==> src/rtl/neuron_layer_sequencer.sv <==
// Steps one shared signed 8x8 MAC across M neurons of N inputs each and drives
// the input/weight memory addresses. Each ReLU result goes out on a valid/ready port.
module neuron_layer_sequencer #(
    parameter int N = 9,
    parameter int M = 4,
    localparam int ACC_W = 16 + $clog2(N),
    localparam int IDX_W = (M > 1) ? $clog2(M) : 1
) (
    input  logic             clk,
    input  logic             rst,
    input  logic             start,
    output logic             busy,
    output logic             done,
    output logic [31:0]      x_adr,
    output logic [31:0]      w_adr,
    input  logic [7:0]       x,
    input  logic [7:0]       w,
    output logic [ACC_W-1:0] out_data,
    output logic [IDX_W-1:0] out_idx,
    output logic             out_valid,
    input  logic             out_ready
);

    localparam int I_W = $clog2(N);
    localparam logic [I_W-1:0]   I_LAST = I_W'(N - 1);
    localparam logic [IDX_W-1:0] J_LAST = IDX_W'(M - 1);

    typedef enum logic [1:0] {IDLE, ACC, EMIT, DONE} state_t;

    state_t                   state_reg, state_next;
    logic [I_W-1:0]           i_reg;
    logic [IDX_W-1:0]         j_reg;
    logic signed [ACC_W-1:0]  acc_reg, acc_next;
    logic [ACC_W-1:0]         out_data_reg;
    logic signed [15:0]       prod;
    logic                     last_input;

    assign prod       = $signed(x) * $signed(w);
    assign acc_next   = acc_reg + {{(ACC_W-16){prod[15]}}, prod};
    assign last_input = (i_reg == I_LAST);

    always_ff @(posedge clk or negedge rst) begin
        if (!rst) begin
            state_reg <= IDLE;
        end else begin
            state_reg <= state_next;
        end
    end

    always_comb begin
        state_next = state_reg;
        case (state_reg)
            IDLE: if (start) state_next = ACC;
            ACC:  if (last_input) state_next = EMIT;
            EMIT: if (out_ready) state_next = (j_reg == J_LAST) ? DONE : ACC;
            DONE: state_next = IDLE;
            default: state_next = IDLE;
        endcase
    end

    always_comb begin
        busy      = (state_reg != IDLE);
        done      = (state_reg == DONE);
        out_valid = (state_reg == EMIT);
        x_adr     = '0;
        w_adr     = '0;
        out_data  = '0;
        out_idx   = '0;
        if (state_reg == ACC) begin
            x_adr = 32'(i_reg);
            w_adr = 32'(j_reg) * 32'(N) + 32'(i_reg);
        end
        if (state_reg == EMIT) begin
            out_data = out_data_reg;
            out_idx  = j_reg;
        end
    end

    // Datapath only moves in ACC and on an accepted EMIT, so a stalled EMIT freezes everything.
    always_ff @(posedge clk or negedge rst) begin
        if (!rst) begin
            i_reg        <= '0;
            j_reg        <= '0;
            acc_reg      <= '0;
            out_data_reg <= '0;
        end else begin
            case (state_reg)
                IDLE: begin
                    if (start) begin
                        i_reg   <= '0;
                        j_reg   <= '0;
                        acc_reg <= '0;
                    end
                end
                ACC: begin
                    acc_reg <= acc_next;
                    i_reg   <= last_input ? '0 : i_reg + I_W'(1);
                    if (last_input) begin
                        out_data_reg <= acc_next[ACC_W-1] ? '0 : acc_next;
                    end
                end
                EMIT: begin
                    if (out_ready && (j_reg != J_LAST)) begin
                        j_reg   <= j_reg + IDX_W'(1);
                        i_reg   <= '0;
                        acc_reg <= '0;
                    end
                end
                default: ;
            endcase
        end
    end

endmodule

==> config.mk <==
export PLATFORM = sky130hd
export DESIGN_NAME = neuron_layer_sequencer
export DESIGN_NICKNAME = d
export VERILOG_FILES = /design/src/rtl/neuron_layer_sequencer.sv
export SDC_FILE = /design/constraint.sdc
export NUM_CORES = 1
export LEC_CHECK = 0
export BUFFER_PORTS_ARGS = -buffer_cell sky130_fd_sc_hd__clkbuf_2
export CORE_MARGIN = 3
export CORE_UTILIZATION = 55
export CTS_BUF_LIST = sky130_fd_sc_hd__clkbuf_4
export DETAILED_ROUTE_END_ITERATION = 8
export PLACE_DENSITY = 0.77
export SKIP_CTS_REPAIR_TIMING = 1
export SYNTH_ARGS = -nofsm -noshare
export SYNTH_HDL_FRONTEND = slang
export SYNTH_SLANG_ARGS = --single-unit
export TNS_END_PERCENT = 30
==> constraint.sdc <==
create_clock -name clk -period 3.78 [get_ports clk]
set_clock_uncertainty 0.2 [all_clocks]
set_input_delay 0.189 -clock clk [delete_from_list [all_inputs] [get_ports clk]]
set_output_delay 0.189 -clock clk [all_outputs]
set_load 0.005 [all_outputs]
==> Yosys cells after proc, flatten, opt, wreduce, memory -nomap -nowiden <==
Index checks and enable logic that the tools add are counted.
Widths: inputs -> output; s select.
{ "totals": {"reg_bits": 48, "in_bits": 20, "out_inout_bits": 89, "word_cells": 50} }
{ "classes": {"n_addsub": 4, "multipliers": 2, "n_eq_ne": 10, "mux": 20, "reduce_logical": 9} }
{ "op_table": {"columns": ["cell", "n"], "rows": [
  ["$mux 20", 3],
  ["$pmux 20 s3", 1],
  ["$add 20x20->20", 1],
  ["$mux 19", 1],
  ["$mul 8x8->16", 1],
  ["$mux 4", 4],
  ["$mux 2", 7],
  ["$pmux 4 s3", 1],
  ["$reduce_and 3->1", 3],
  ["$pmux 2 s4", 1],
  ["$add 6x4->7", 1],
  ["$mux 7", 1],
  ["$eq 2x2->1 const B", 3],
  ["$mul 2x4->6 const B", 1],
  ["$ne 2x2->1 const B", 3],
  ["$add 4x1->4 const B", 1],
  ["$eq 4x4->1 const B", 1],
  ["$ne 2x1->1 const B", 2],
  ["$pmux 2 s2", 1],
  ["$reduce_bool 2->1", 2],
  ["$reduce_bool 3->1", 1],
  ["$add 2x1->2 const B", 1],
  ["$eq 2x1->1 const B", 1],
  ["$logic_not 2->1", 1],
  ["other kinds (2)", 2]
]} }

==> Longest topological paths before layout <==
Gate-level depths: netlist (run 1).
{ "depth": {"depth_word": 4, "depth_mapped": 27, "mapped_depth_nobuf": 27} }

==> Worst setup path after synthesis (run 1) <==
Ideal clock, no wire load.
{ "synth_path": {"kind": "input-to-reg", "from": "input port w[4]", "to": "register out_data_reg[17]", "arrival_time_ns": 5.665, "slack_ns": -2.177, "path_stages": 26, "path_cell_list": "and2_1 -> fa_1 -> inv_1 -> fa_1 -> inv_1 -> fa_1 -> inv_1 -> fa_1 -> inv_1 -> ha_1 -> a21oi_1 -> o21bai_1 -> a21oi_1 -> o21bai_1 -> a21oi_1 -> nand3b_1 -> nand3_1 -> ha_1 -> and4_1 -> and3_1 -> nand3_1 -> a21o_1 -> a41oi_1 -> xor3_2 -> buf_6 -> o31ai_2"} }
{ "synth_between": {"elab_chain_len": 3} }
{ "synth_lines": {"columns": ["element", "line", "text"], "rows": [
  ["start: declaration", "17", "input logic [7:0] w,"],
  ["$mul 8x8->16", "38", "assign prod = $signed(x) * $signed(w);"],
  ["$add 20x20->20", "39", "assign acc_next = acc_reg + {{(ACC_W-16){prod[15]}}, prod};"],
  ["$mux 19", "99", "out_data_reg <= acc_next[ACC_W-1] ? '0 : acc_next;"],
  ["end signal: assignment", "99", null],
  ["end: declaration", "34", "logic [ACC_W-1:0] out_data_reg;"]
]} }
Every way passes these cells.
A chain may end at the register's enable or synchronous reset.

==> Final worst setup path (run 1) <==
{ "layout_path": {"from": "input port x[2]", "to": "register out_data_reg[16]"} }
{ "layout_between": {"elab_chain_len": 3} }
{ "layout_lines": {"columns": ["element", "line", "text"], "rows": [
  ["start: declaration", "16", "input logic [7:0] x,"],
  ["$mul 8x8->16", "38", null],
  ["$add 20x20->20", "39", null],
  ["$mux 19", "99", null]
]} }
Every way passes these cells.

==> results of run 1 <==
worst min-delay path by stage:
| stage | from | end | slack, ps |
|---|---|---|---|
| 2_1_floorplan | rst | acc_reg[0] | -310 |
| 3_3_place_gp | rst | acc_reg[16] | -50 |
| 3_5_place_dp | rst | out_data_reg[14] | -40 |
| 4_1_cts | rst | out_data_reg[14] | -440 |
| 5_1_grt | out_ready | state_reg[1] | 30 |
| 6_report | out_ready | state_reg[1] | 4 |
cells by family after synthesis:
kind of cell	Yosys count	share of synthesized area
flops	47	0.192
other cells	1	0.000613
mux	4	0.00695
fa+ha+maj	116	0.307
compound gates	122	0.133
xor+xnor	30	0.0456
buf+inv	166	0.137
simple gates	212	0.178
layout by cell type, fill, tap and decap left out, types with 4 or more instances in the layout:
master and count:
a21o_1 10, a21oi_1 19, a21oi_2 6, a22o_1 4, and2_1 65, and2_4 8, buf_4 107, clkbuf_2 41
clkbuf_4 7, conb_1 55, dfrtp_1 47, fa_1 55, ha_1 49, ha_4 8, inv_1 90, inv_2 8
nand2_1 64, nand2_2 4, nand2b_1 5, nand3_1 6, nor2_1 24, nor2b_1 9, nor3_1 4, o21a_1 4
o21ai_0 28, o21ai_1 11, o21bai_1 4, o31ai_2 16, xnor2_1 13, xor2_1 7, xor2_2 5
stage by stage:
step	cell area, um^2	std cells	setup TNS [ps]	utilization
finish	7680	989	-54060	0.728
global route	7680	989	-61010	0.728
detailed placement	7090	973	-72710	0.672
floorplan	6360	752	-51730	-
global placement	7090	973	-66570	0.672
CTS	7150	981	-60080	0.678
per-layer routing:
layer / GRT usage / wire length, um / vias to the layer above
met3: 0.0261 / 538 / 20
met2: 0.392 / 7710 / 116
met1: 0.269 / 5800 / 2498
li1: - / - / 2448
met4: 0.0308 / 156 / 0
met5: 0 / 0 / -
worst min-delay path, delay by kind of cell:
family / cells / cell delay (ps)
AND/OR/NAND/NOR: 1 / 160
buffers and inverters: 1 / 90
AO/OA/AOI/OAI: 1 / 90
area by class of cell:
| class | count | area, um^2 |
|---|---|---|
| well taps | 136 | 170 |
| fillers | 771 | 2870 |
| repair buffers | 161 | 1170 |
| clock inverters | 2 | 12.5 |
| inverters | 98 | 368 |
| multi-input cells | 539 | 4740 |
| clock buffers | 6 | 45.0 |
| flip-flops and latches | 47 | 1180 |
==> results.py, run 1 <==
metrics = {
    "sta": {
        "min_period_ps": 5770,
        "max_slew_margin": 0.459,
        "worst_slew_pin_slew_ps": 809,
        "fin_ws_ps": -1990,
        "fmax_mhz": 173,
        "finalHoldViolCount": 0,
        "setup_viol": 33,
        "rsz0062_at_grt": "true",
        "hold_slack_ps": 4.35,
        "slew_violations": 0,
        "fin_crit_sh": 1.53,
    },
    "setup_path": {
        "cp.arrival_ps": 5850,
        "critical_path.endpoint_type": "flip-flop",
        "cp_num_cells": 28,
        "cp_max_fo": 6,
        "setup.worst_path.end": "out_data_reg[16]",
        "start_kind": "input pin",
        "crit_type": "in2reg",
        "crit_family": "adder cells",
        "reg2regPathDepth": 12,
        "crit_required_ps": 3860,
        "critPathBufInv": 5,
        "r2r-start": "acc_reg[0]",
        "r2r_slack_ps": 660,
        "slowest_stage": "fa_1",
        "slowest_delay_ps": 500,
        "timing.rr.end": "out_data_reg[18]",
        "startpoint": "x[2]",
    },
    "yosys": {
        "syn_inst": 698,
        "synth_seq_area_share": 0.192,
        "synth_edf_count": 0,
        "synthTopCellsByArea": "dfrtp_1 19%, fa_1 19%, ha_1 12%, and2_1 7.5%, buf_4 6.7%",
        "syn_avg_cell_area_um2": 8.77,
        "synthTopCellsByCount": "98 x inv_1, 73 x and2_1, 68 x nand2_1",
        "post-synth-top-area-cell": "dfrtp_1",
        "synth.top_cell.area_share": 0.192,
        "synth_warnings": 0,
        "ys_ff_latch": 47,
        "synth_area_mm2": 0.00612,
        "yosysMostFrequentCell": "inv_1",
        "ys_async_sr_fraction": 1.00,
        "synthFlopType": "dfrtp_1",
        "yosysUniqueCellTypes": 45,
    },
    "cells_and_area": {
        "antenna_cells": 0,
        "area_growth_pct": 25.5,
        "largest_reg_flops": 20,
        "drive_above_1_share": 0.308,
        "num-nets-final": 988,
    },
    "detailed_routing": {
        "via_per_inst": 5.14,
        "drc": 0,
        "routed_wl_um": 14200,
        "via_count": 5082,
        "routedWlPerCell_um": 14.4,
        "first_iter_violations": 257,
        "dr.pass1.iters": 4,
        "antenna_left": 0,
    },
    "floorplan": {
        "design.die.area_mm2": 0.0124,
        "initial_core_util": 0.580,
        "die_y_um": 111,
        "core_area_mm2": 0.0106,
        "ioPinCount": 109,
        "row_count": 37,
        "fp.dieW_um": 111,
    },
    "outcome": {
        "violations": "negative setup slack",
        "status": "finished, violations left",
    },
    "global_route": {
        "grt_overflow_total": 0,
        "grt_usage": 0.211,
        "grt_max_degree": 31,
        "antenna_found_initial": 0,
        "grt_pass1_vias": 5081,
        "grt_pass1_wl_um": 22600,
    },
    "min_path": {
        "whs_path_depth": 3,
        "min_path_type": "in2reg",
    },
    "clock_network": {
        "cts_sinks": 47,
        "htreeDepth": 2,
        "root_buffer": "clkbuf_4",
        "cts_tree": "done",
        "numCtsBuffers": 5,
        "clk_latency_ps": 360,
        "cts_max_path_buffers": 2,
        "clk_pin_slew_ps": 150,
    },
    "placement": {
        "gp_congestion": 0.899,
        "pre_cts_ws_ps": -2640,
        "dp_hpwl_um": 10900,
        "portBuffers": 53,
    },
    "run": {
        "maxCapViolCount": 0,
    },
}
Power of run 1 is left out: the tool's default activity adds up to more than one toggle a clock period on the data nets, which glitch-free logic cannot reach.
==> run 2, diff against run 1 <==
Settings changed: CORE_ASPECT_RATIO set to 0.6.
==> run 2 against run 1 <==
The flow still finishes with violations (negative setup slack). Register-to-register slack gained 20 ps. Maximum frequency increased by 0.16%. Cell count down 0.10%. Critical path depth is 1 higher. First-iteration DRC count increased by 37%. Via count is 0.55% higher.
==> results.py, run 2 (synthesis gave the netlist of run 1 again) <==
metrics = {
    "setup_path": {
        "timing.rr.end": "acc_reg[16]",
        "r2r-start": "acc_reg[3]",
        "cp_common_cell": "inv_1",
        "reg2regPathDepth": 11,
        "start_kind": "input pin",
        "slowest_delay_ps": 530,
        "critical_path.endpoint_type": "flip-flop",
        "slowest_stage": "fa_1",
        "cp_max_fo": 6,
        "r2r_slack_ps": 680,
        "cp.arrival_ps": 5880,
        "crit_required_ps": 3890,
        "crit_type": "in2reg",
    },
    "floorplan": {
        "ioPinCount": 109,
        "fp.dieW_um": 142,
        "initial_core_util": 0.572,
        "core_area_mm2": 0.0107,
        "design.die.area_mm2": 0.0125,
        "row_count": 29,
        "die_y_um": 87.7,
    },
    "sta": {
        "max_slew_margin": 0.573,
        "rsz0062_at_grt": "true",
        "fin_crit_sh": 1.52,
        "setup_viol": 33,
        "finalHoldViolCount": 0,
        "worst_slew_pin_slew_ps": 634,
        "fmax_mhz": 173,
        "fin_ws_ps": -1980,
        "slew_violations": 0,
        "min_period_ps": 5760,
        "tns_ps": -53960,
    },
    "detailed_routing": {
        "antenna_left": 0,
        "dr.pass1.iters": 5,
        "via_count": 5110,
        "routed_wl_um": 14600,
        "via_per_inst": 5.17,
        "drc": 0,
        "first_iter_violations": 353,
        "routedWlPerCell_um": 14.8,
    },
    "global_route": {
        "grt_overflow_total": 0,
        "grt_pass1_vias": 4710,
        "grt_pass1_wl_um": 22400,
        "grt_max_degree": 41,
        "antenna_found_initial": 1,
        "grt_usage": 0.222,
    },
    "min_path": {
        "hp-start": "start",
        "whs_path_depth": 4,
        "min_to": "state_reg[0]",
        "min_path_type": "in2reg",
    },
    "outcome": {
        "status": "finished, violations left",
        "violations": "negative setup slack",
    },
    "cells_and_area": {
        "largest_reg_flops": 20,
        "mostFrequentLayoutCells": "101 x buf_4, 89 x inv_1, 64 x nand2_1",
        "drive_above_1_share": 0.301,
        "num-nets-final": 983,
        "post-route-util": 0.719,
        "area_growth_pct": 25.7,
        "final_common_cell": "buf_4",
        "design_area_mm2": 0.00769,
    },
    "run": {
        "maxCapViolCount": 0,
    },
    "clock_network": {
        "numCtsBuffers": 5,
        "root_buffer": "clkbuf_4",
        "cts_sinks": 47,
        "cts_tree": "done",
        "clk_pin_slew_ps": 150,
        "htreeDepth": 2,
        "clk_latency_ps": 400,
        "cts_max_path_buffers": 2,
    },
    "placement": {
        "dp_hpwl_um": 11500,
        "pre_cts_ws_ps": -2660,
        "gp_congestion": 0.898,
        "portBuffers": 53,
        "dpl_cell_area_mm2": 0.00706,
    },
}
run 2: cell types whose count changed in the layout (fill, tap and decap cells not counted), sizes merged:
cell         delta
buf             -5
clkbuf          -3
clkinv          +1
diode           +1
dlygate4sd3     +2
run 2: final cells by class:
cell class | instances | area (um^2)
multi-input combinational | 539 | 4780
antenna | 1 | 2.50
tap | 139 | 174
inverter | 98 | 368
sequential | 47 | 1180
clock inverter | 3 | 25.0
fill | 794 | 3010
clock buffer | 5 | 37.5
timing repair buffer | 156 | 1130
run 2: through the flow:
step	std cells	hold slack, ps
after CTS	981	-608
final	988	53.3
after global routing	988	51.8
after floorplan	752	-307
after detailed placement	973	-156
after global placement	973	-158
run 2: worst max-delay path, delay by kind of cell:
kind / cells / cell delay (ps)
compound gates: 9 / 1500
xor+xnor: 1 / 410
fa+ha+maj: 6 / 2190
buf+inv: 7 / 680
simple gates: 6 / 870
run 2: how the worst max path moves through the flow:
stage,start,to,slack (ps),cells past startpoint
after CTS,w[7],out_data_reg[11],-2310,25
after global placement,w[7],out_data_reg[8],-2420,25
after detailed placement,w[7],out_data_reg[11],-2660,25
final,x[2],out_data_reg[15],-1980,29
after global routing,w[1],out_data_reg[9],-2200,28
after floorplan,w[2],out_data_reg[0],-2050,26
run 2: routing by layer:
metal / track usage / wire, um
met5: 0 / 0
met1: 0.335 / 6750
met2: 0.346 / 7120
met4: 0.0375 / 133
met3: 0.0327 / 626
Power of run 2 is left out for the same reason.
